File: src/rtl/alu_seq.sv
// Registered ALU with valid/ready handshake, persistent NZCV flags and an
// iterative shift-add multiplier (one multiplier bit per cycle).
module alu_seq #(
  parameter int WIDTH  = 8,
  parameter bit MUL_EN = 1'b1
) (
  input  logic             Clk,
  input  logic             Reset_n,
  input  logic             In_valid,
  output logic             In_ready,
  input  logic [2:0]       Aluop,
  input  logic             Sel,
  input  logic [WIDTH-1:0] DatA,
  input  logic [WIDTH-1:0] DatB,
  output logic [WIDTH-1:0] Rslt,
  output logic             Out_valid,
  output logic             Zero,
  output logic             Neg,
  output logic             Carry,
  output logic             Ovf
);

  localparam int SHW = $clog2(WIDTH);
  localparam logic [SHW-1:0] LAST_CNT = SHW'(WIDTH - 1);

  localparam logic [2:0] OP_CMP   = 3'b001;
  localparam logic [2:0] OP_ADD   = 3'b010;
  localparam logic [2:0] OP_SUB   = 3'b011;
  localparam logic [2:0] OP_NEG   = 3'b100;
  localparam logic [2:0] OP_SHIFT = 3'b101;
  localparam logic [2:0] OP_LOGIC = 3'b110;
  localparam logic [2:0] OP_MUL   = 3'b111;

  typedef enum logic {IDLE, MUL_BUSY} state_t;

  state_t state, state_nxt;

  logic             accept;
  logic             is_mul;
  logic [WIDTH:0]   sum_w;
  logic [WIDTH:0]   diff_w;
  logic [SHW-1:0]   amt;
  logic [WIDTH-1:0] op_res;
  logic             op_c;
  logic             op_v;
  logic             wr_rslt;

  logic [2*WIDTH-1:0] mcand;
  logic [2*WIDTH-1:0] acc;
  logic [2*WIDTH-1:0] mul_step;
  logic [WIDTH-1:0]   mplier;
  logic [SHW-1:0]     cnt;

  assign accept   = In_valid && (state == IDLE);
  assign is_mul   = MUL_EN && (Aluop == OP_MUL);
  assign sum_w    = {1'b0, DatA} + {1'b0, DatB};
  assign diff_w   = {1'b0, DatA} - {1'b0, DatB};
  assign amt      = DatB[SHW-1:0];
  assign mul_step = acc + (mplier[0] ? mcand : '0);

  always_ff @(posedge Clk or negedge Reset_n) begin
    if (!Reset_n) begin
      state <= IDLE;
    end else begin
      state <= state_nxt;
    end
  end

  always_comb begin
    state_nxt = state;
    In_ready  = 1'b0;
    case (state)
      IDLE: begin
        In_ready = 1'b1;
        if (In_valid && is_mul) begin
          state_nxt = MUL_BUSY;
        end
      end
      MUL_BUSY: begin
        if (cnt == LAST_CNT) begin
          state_nxt = IDLE;
        end
      end
      default: state_nxt = IDLE;
    endcase
  end

  // Single-cycle result and flag candidates; C/V default to holding their value.
  always_comb begin
    op_res  = DatB;
    op_c    = Carry;
    op_v    = Ovf;
    wr_rslt = 1'b1;
    case (Aluop)
      OP_CMP: begin
        op_res  = diff_w[WIDTH-1:0];
        op_c    = ~diff_w[WIDTH];
        op_v    = (DatA[WIDTH-1] ^ DatB[WIDTH-1]) & (diff_w[WIDTH-1] ^ DatA[WIDTH-1]);
        wr_rslt = 1'b0;
      end
      OP_ADD: begin
        op_res = sum_w[WIDTH-1:0];
        op_c   = sum_w[WIDTH];
        op_v   = ~(DatA[WIDTH-1] ^ DatB[WIDTH-1]) & (sum_w[WIDTH-1] ^ DatA[WIDTH-1]);
      end
      OP_SUB: begin
        op_res = diff_w[WIDTH-1:0];
        op_c   = ~diff_w[WIDTH];
        op_v   = (DatA[WIDTH-1] ^ DatB[WIDTH-1]) & (diff_w[WIDTH-1] ^ DatA[WIDTH-1]);
      end
      OP_NEG: begin
        op_res = '0 - DatA;
        op_c   = (DatA == '0);
        op_v   = (DatA == {1'b1, {(WIDTH-1){1'b0}}});
      end
      OP_SHIFT: op_res = Sel ? (DatA >> amt) : (DatA << amt);
      OP_LOGIC: op_res = Sel ? (DatA | DatB) : (DatA & DatB);
      default:  op_res = DatB;
    endcase
  end

  // The final multiplier iteration and the result/flag write share one edge.
  always_ff @(posedge Clk or negedge Reset_n) begin
    if (!Reset_n) begin
      Rslt      <= '0;
      Zero      <= 1'b0;
      Neg       <= 1'b0;
      Carry     <= 1'b0;
      Ovf       <= 1'b0;
      Out_valid <= 1'b0;
      mcand     <= '0;
      acc       <= '0;
      mplier    <= '0;
      cnt       <= '0;
    end else begin
      Out_valid <= 1'b0;
      if (accept) begin
        if (is_mul) begin
          mcand  <= {{WIDTH{1'b0}}, DatA};
          mplier <= DatB;
          acc    <= '0;
          cnt    <= '0;
        end else begin
          if (wr_rslt) begin
            Rslt <= op_res;
          end
          Zero      <= (op_res == '0);
          Neg       <= op_res[WIDTH-1];
          Carry     <= op_c;
          Ovf       <= op_v;
          Out_valid <= 1'b1;
        end
      end else if (state == MUL_BUSY) begin
        acc    <= mul_step;
        mcand  <= mcand << 1;
        mplier <= mplier >> 1;
        cnt    <= cnt + 1'b1;
        if (cnt == LAST_CNT) begin
          Rslt      <= mul_step[WIDTH-1:0];
          Zero      <= (mul_step[WIDTH-1:0] == '0);
          Neg       <= mul_step[WIDTH-1];
          Carry     <= |mul_step[2*WIDTH-1:WIDTH];
          Ovf       <= 1'b0;
          Out_valid <= 1'b1;
          cnt       <= '0;
        end
      end
    end
  end

endmodule

File: config.mk
export PLATFORM = sky130hd
export DESIGN_NAME = alu_seq
export DESIGN_NICKNAME = d
export VERILOG_FILES = /design/src/rtl/alu_seq.sv
export SDC_FILE = /design/constraint.sdc
export NUM_CORES = 1
export LEC_CHECK = 0
export CORE_MARGIN = 5
export CORE_UTILIZATION = 55
export CTS_BUF_LIST = sky130_fd_sc_hd__clkbuf_16
export DETAILED_ROUTE_END_ITERATION = 7
export DONT_BUFFER_PORTS = 1
export PLACE_DENSITY = 0.67
export RECOVER_POWER = 100
export SYNTH_ARGS = -nofsm -noshare
export SYNTH_HDL_FRONTEND = slang
export SYNTH_SLANG_ARGS = --single-unit
File: constraint.sdc
create_clock -name Clk -period 3 [get_ports Clk]
set_input_delay 0.6 -clock Clk [delete_from_list [all_inputs] [get_ports Clk]]
set_output_delay 0.6 -clock Clk [all_outputs]
set_load 0.02 [all_outputs]
==> results of run 1 <==
## area by class of cell
| type | count | area, um2 |
|---|---|---|
| Timing Repair Buffer | 21 | 140.1 |
| Tap cell | 133 | 166.4 |
| Multi-Input combinational cell | 523 | 3570 |
| Antenna cell | 1 | 2.502 |
| Clock inverter | 7 | 61.31 |
| Clock buffer | 9 | 225.2 |
| Sequential cell | 57 | 1426 |
| Inverter | 31 | 116.4 |
| Fill cell | 905 | 3886 |
## cells in the final DEF (no fill, tap or decap), drive strengths merged, types with 16 or more instances in the layout
master,synthesis,routed
nand2,95,95
ha,43,43
dfrtp,57,57
nor2,47,47
buf,25,16
and2,17,17
xnor2,18,18
mux2i,26,26
inv,30,30
o21ai,64,64
a21oi,34,34
## worst reg2reg max path, delay by kind of cell, from the launching register on
kind                       cells  cell delay, ns
xor gates and xnor gates       1            0.16
DFF                            1            0.38
AOI/OAI and AO/OA              5            1.00
buffers and inverters          1            0.19
adders and majority gates      1            0.44
and+or+nand+nor                3            0.61
## routing by layer
metal | vias to the layer above | wire (um)
met1 | 2366 | 6281
li1 | 2329 | -
met2 | 184 | 7673
met4 | 0 | 640
met3 | 42 | 932
met5 | - | 0
## final timing paths
| check | from | endpoint | slack (ns) |
|---|---|---|---|
| worst max register to register | mplier[0] | Carry | 0.09 |
| max in group asynchronous | Reset_n | Rslt[0] | 1.54 |
| worst min-delay path | mplier[4] | mplier[4] | 0.48 |
| worst max-delay path | mplier[0] | Carry | 0.09 |
| worst min register to register | mplier[4] | mplier[4] | 0.48 |
| min in group asynchronous | Reset_n | mcand[9] | 0.62 |
## synth_stat cells (all sizes together) (2+ instances only)
cell	instances	area share (%)
or2	2	0.24
o2111ai	2	0.33
clkbuf	20	1.4
nand4	7	0.82
and2	17	2.0
o32ai	6	1.3
a2111oi	7	1.4
nor4b	2	0.45
mux2i	26	4.9
a221oi	2	0.33
mux4	3	1.3
dfrtp	57	27
a21o	13	1.8
nand2b	7	0.82
ha	43	10
or3	3	0.35
o21ai	64	6.0
buf	25	3.0
nand2	95	6.7
nor3	5	0.47
a211oi	11	1.6
a31oi	5	0.59
a21oi	34	3.3
o211ai	5	0.70
a221o	2	0.38
a22oi	5	0.70
o22ai	9	1.1
nor2	47	3.3
and3	2	0.23
o31ai	4	0.56
xnor2	18	3.0
a22o	4	0.66
fa	3	1.1
inv	30	2.1
a32oi	2	0.33
nor2b	8	0.94
nand3b	2	0.35
a311oi	2	0.33
mux2	4	0.85
or4	2	0.28
nor4	7	0.82
nand3	11	1.0
nor3b	6	0.85
o21bai	4	0.56
xor2	7	1.2
## cells by family after synthesis
logic type	count (synthesis)	synth area share, %
fa+ha+maj	46	11.23
mux	33	7.000
compound gates	193	24.10
simple gates	226	20.23
buf+inv	76	6.554
xor+xnor	25	4.111
flops	57	26.78
## what timing repair did
action                     CTS  global route
setup endpoints to repair    2             2
cloned                       0             0
pin swaps                    0             1
hold endpoints to repair    57             0
setup buffers                0             0
resized for setup            1             6
hold buffers                 1             0
## registers in the layout, summed over array words and instances, names as in the netlist
register   count
Rslt           8
Zero           1
Neg            1
Ovf            1
Out_valid      1
state          1
cnt            3
Carry          1
acc           16
mplier         8
mcand         16
## metrics by stage
step / setup TNS [ns] / setup slack [ns] / instances / hold slack (ns)
detailed placement: 0 / 0.01199 / 764 / 0.3057
finish: 0 / 0.09077 / 782 / 0.4803
global placement: 0 / 0.03076 / 764 / 0.3057
CTS: 0 / 0.004099 / 781 / 0.1486
floorplan: 0 / 0.1674 / 656 / 0.3044
global route: -0.05437 / -0.05437 / 782 / 0.4969
## power groups by stage
stage / clock network (mW) / logic, mW / registers (mW)
2_1_floorplan: 0 / 1.42 / 1.33
3_3_place_gp: 0 / 1.73 / 1.39
3_5_place_dp: 0 / 1.77 / 1.40
4_1_cts: 0.986 / 1.80 / 1.39
5_1_grt: 1.03 / 2.01 / 1.44
6_report: 0.971 / 1.80 / 1.39
==> key figures, run 1 <==
Synth
  • Synth Cell Area: 5326 um2
  • Syn. warnings: 0
  • Seq/Total Area, Yosys: 26.78%
  • Cells after Synth: roughly 660
  • Syn Area/Cell: 8.119 um2
  • Synth Flop Type: dfrtp_1
  • Mapped Nets: 725
  • Register bit total from synthesis: 57
  • FFs w/ async S/R, synth: 100.0%
  • Library cells used by synthesis: 74
  • Number of synthesized flops with an enable pin: 0

CTS
  • Clk slew on worst S/H paths: 0.05 ns
  • Clock Latency Late Sink: ~0.33 ns
  • CTS tree: built
  • Clock root cell: clkbuf_16
  • CTS Buf Count: 9
  • H-tree Lvls: 3
  • Clock Sinks: 57
  • Clock Tree Buf Depth: 2

Critical path
  • Startpoint types: flop
  • Max FO, Critical Path: 15
  • Crit path capture type: flop
  • Crit Path Category: reg -> reg
  • CP Buf/Inv Count: 1
  • Cell depth of the worst setup path: 11
  • Worst endpoint required time: between 3 and 4 ns
  • Worst path max stage delay: ~0.44 ns
  • Slowest-stage cell, CP: ha_2
  • Crit path cell chain: buf_4 -> and2_1 -> ha_2 -> nand4_1 -> o41a_1 -> a31oi_2 -> a221o_1 -> a21oi_2 -> xnor2_1 -> nor4bb_2 -> a31oi_1
  • Kind of cell adding the most delay to the critical path: compound AO/OA/AOI/OAI gates
  • R2R depth: 11
  • Critical Path AT: 3.10 ns

Pwr
  • P_leak: 2.537 nW
  • Worst vdd ir: 0.7196 mV
  • Switching share of power: 41.73%
  • Flop pwr share: 33.5%
  • Power per Cell Area: about 730 nW/um2
  • Clock power frac: 23.4%
  • Comb pwr share: 43.2%
  • Total Power: a little over 4 mW
  • Net load switching power: 1.735 mW
  • Int Pwr: ~2.4 mW

Cells and area
  • Final #Nets: just over 700
  • Fin util: approximately 60%
  • Post-route cell area: around 5700 um2
  • Area delta synth->final: 7.165%
  • Fraction of layout cells with a size suffix above 1: 8.951%

Floorplan
  • Ports: 37
  • Placeable Area: approximately 9600 um2
  • Die W: 108.4 um
  • Initial Utilization: 55.52%
  • Die area: 11750 um2
  • Die height: 108.4 um
  • Row Count: 36

Place
  • DP Area: around 5400 um2
  • Placer Congestion: 0.9499
  • HPWL after DPL: 11550 um
  • Port bufs: 0

GRT
  • Met1 Usage GRT: between 30% and 40%
  • Pin count of the biggest net entering global routing: 58
  • GRT overflow: 0
  • GRT Max-Usage Layer: met2
  • Met3 Usage GRT: 4.299%
  • Met2 global-route usage: between 40% and 50%
  • Global-route wire length before repair: 24930 um
  • Overall routing resource usage: a little over a quarter
  • Vias in the first global route: 4779
  • Initial antenna violation count: 1

Worst hold path
  • Worst hold path class: reg -> reg
  • Hold Path Stages: 2

Drt
  • DRT iter0 DRCs: 316
  • Via density: 6.293
  • DRC violation count after routing: 0
  • DR WL/cell: slightly below 20 um
  • Final wirelength: 15530 um
  • Via count: 4921
  • Post-DRT Antenna Nets: 0
  • Total iterations of the first detailed-routing run: 5

STA
  • Fin. Hold Viols: 0
  • # setup viols final: 0
  • Worst Tran Pin Value: 1.428 ns
  • Slew margin rel.: roughly 4.8%
  • Final Skew: 0.006827 ns
  • Final Max Tran Viols: 0
  • Fin crit share: 96.97%
  • Clock period minus final worst setup slack: between 2 and 3 ns
  • Max Freq: 343.7 MHz

Run
  • Max Cap Viol: 0

Status
  • Outcome: completed
No activity file was read; power rests on OpenSTA's default activity.
==> inputs of run 2 (changes only) <==
Settings changed: CORE_UTILIZATION 55 to 50, PLACE_DENSITY 0.67 to 0.62.
==> run 2 against run 1 <==
Flip-flop and latch count unchanged. Clock power up 29%. Global-route usage down 3.0 points. Die area up 9.1%. Cell area up 2.2%. Utilization down 3.3 points. Via count up 0.81%. Final cell count up 0.90%. Maximum frequency up 1.6%.
==> key figures, run 2 (synthesis results as in run 1) <==
CTS
  • CTS Buf Count: 9 (unchanged)
  • Clk slew on worst S/H paths: 0.06 ns (was 0.05 ns)
  • Clock Tree Buf Depth: 2 (unchanged)
  • H-tree Lvls: 3 (unchanged)
  • Clock root cell: clkbuf_16 (unchanged)
  • Post-CTS setup buffers: 0 (unchanged)
  • CTS tree: built (unchanged)
  • Clock Latency Late Sink: 0.33 ns (about the same)
  • Clock Sinks: 57 (unchanged)

Critical path
  • Crit Path Category: reg -> reg (unchanged)
  • Max FO, Critical Path: 15 (unchanged)
  • Worst endpoint required time: 3.21 ns (was 3.19 ns)
  • Startpoint types: flop (unchanged)
  • Crit path capture type: flop (unchanged)
  • Critical Path AT: 3.07 ns (was 3.10 ns)

Drt
  • Post-DRT Antenna Nets: 0 (unchanged)
  • DRC violation count after routing: 0 (unchanged)
  • Via count: 4961 (was 4921)
  • Via density: 6.288 (was 6.293)
  • Final wirelength: 15650 um (was 15530 um)
  • DR WL/cell: 19.84 um (was 19.86 um)
  • Total iterations of the first detailed-routing run: 5 (unchanged)
  • DRT iter0 DRCs: 530 (was 316)

GRT
  • Pin count of the biggest net entering global routing: 58 (unchanged)
  • Initial antenna violation count: 0 (was 1)
  • Global-route wire length before repair: 24790 um (was 24930 um)
  • GRT overflow: 0 (unchanged)
  • Vias in the first global route: 4741 (was 4779)
  • Overall routing resource usage: 24.17% (was 27.16%)

Pwr
  • Power per Cell Area: 762.2 nW/um2 (was 728.3 nW/um2)
  • P_leak: 2.607 nW (was 2.537 nW)
  • Worst vdd ir: 0.4825 mV (was 0.7196 mV)

Floorplan
  • Initial Utilization: 51.36% (was 55.52%)
  • Die W: 113.2 um (was 108.4 um)
  • Die height: 113.2 um (was 108.4 um)
  • Die area: 12820 um2 (was 11750 um2)
  • Ports: 37 (unchanged)
  • Row Count: 37 (was 36)
  • Placeable Area: 10370 um2 (was 9594 um2)

Cells and area
  • Final #Nets: 717 (was 712)
  • Fraction of layout cells with a size suffix above 1: 9.954% (was 8.951%)
  • Commonest cells after routing, fill and taps aside: nand2_1 (95), dfrtp_1 (57), o21ai_0 (51), nor2_1 (46), ha_1 (41) (was nand2_1 (95), dfrtp_1 (57), o21ai_0 (56), nor2_1 (46), ha_1 (41))
  • Top flop regs: acc: 16 flops, mcand: 16 flops (unchanged)
  • Commonest non-fill, non-tap cell in the layout: nand2_1 (unchanged)
  • Fin util: 56.24% (was 59.49%)
  • Area delta synth->final: 9.490% (was 7.165%)
  • Antenna Cells: 0 (was 1)
  • Filler cell count: 985 (was 905)

STA
  • Fin crit share: 95.47% (was 96.97%)
  • # setup viols final: 0 (unchanged)
  • Final Max Tran Viols: 0 (unchanged)
  • Slew margin rel.: 4.419% (was 4.825%)
  • Fin. Hold Viols: 0 (unchanged)
  • Worst Tran Pin Value: 1.434 ns (was 1.428 ns)
  • Min Hold Slack: 0.4851 ns (was 0.4803 ns)
  • Final Skew: 0.008472 ns (was 0.006827 ns)
  • Clock period minus final worst setup slack: 2.864 ns (was 2.909 ns)
  • Max Freq: 349.2 MHz (was 343.7 MHz)

Place
  • HPWL after DPL: 11350 um (was 11550 um)
  • Placer Congestion: 0.9274 (was 0.9499)
  • Port bufs: 0 (unchanged)

Status
  • Outcome: completed (unchanged)

Run
  • Max Cap Viol: 0 (unchanged)

Worst hold path
  • Worst hold path class: reg -> reg (unchanged)
## run 2: final timing paths
path / startpoint / to / slack (ns) / cells past startpoint
setup / recovery: mplier[0] / Carry / 0.14 / 11
setup reg to reg: mplier[0] / Carry / 0.14 / 11
hold reg to reg: mplier[4] / mplier[4] / 0.49 / 2
min in group asynchronous: Reset_n / cnt[0] / 0.61 / 1
max in group asynchronous: Reset_n / mcand[7] / 1.53 / 1
hold / removal: mplier[4] / mplier[4] / 0.49 / 2
## run 2: power by group
part / switching [mW] / internal, mW
Combinational: 1.09 / 0.723
Sequential: 0.294 / 1.08
Clock: 0.367 / 0.888
Total: 1.75 / 2.69
## run 2: cell type report
cell class                      count  area, um2  area share (%)
Tap cell                          136      170.2           2.918
Clock inverter                      7      132.6           2.274
Inverter                           31      116.4           1.995
Sequential cell                    57       1426           24.46
Multi-Input combinational cell    523       3577           61.34
Timing Repair Buffer               26      183.9           3.154
Clock buffer                        9      225.2           3.862
## run 2: routing by layer
layer	vias to the layer above	GRT usage [%]	wire (um)
li1	2340	-	-
met3	50	3.850	1063
met4	0	11.14	637
met1	2354	31.37	6570
met2	217	39.49	7383
met5	-	0	0
## run 2: repair_timing
item                       in CTS  in global routing
hold buffers                    1                  0
resized for setup               0                  6
setup endpoints to repair       0                  2
hold endpoints to repair       57                  0
## run 2: worst max-delay path: stages, from the launching register on
cell and delay, ns:
dfrtp_1 0.39, buf_4 0.17, and2_1 0.17, ha_2 0.41, nand4_1 0.13, o41a_1 0.34, a31oi_2 0.27, a221o_1 0.22
a21oi_2 0.06, xnor2_1 0.17, nor4bb_2 0.28, a31oi_1 0.11
## run 2: through the flow
stage	cell area, um2	std cells	power (mW)	setup TNS, ns	setup WS (ns)
3_3_place_gp	5456	772	3.135	0	0.06823
5_1_grt	5832	789	4.783	-0.04609	-0.04609
6_report	5832	789	4.445	0	0.1359
3_5_place_dp	5456	772	3.170	0	0.03151
4_1_cts	5842	789	4.460	0	0.03686
2_1_floorplan	5326	656	2.743	0	0.1674
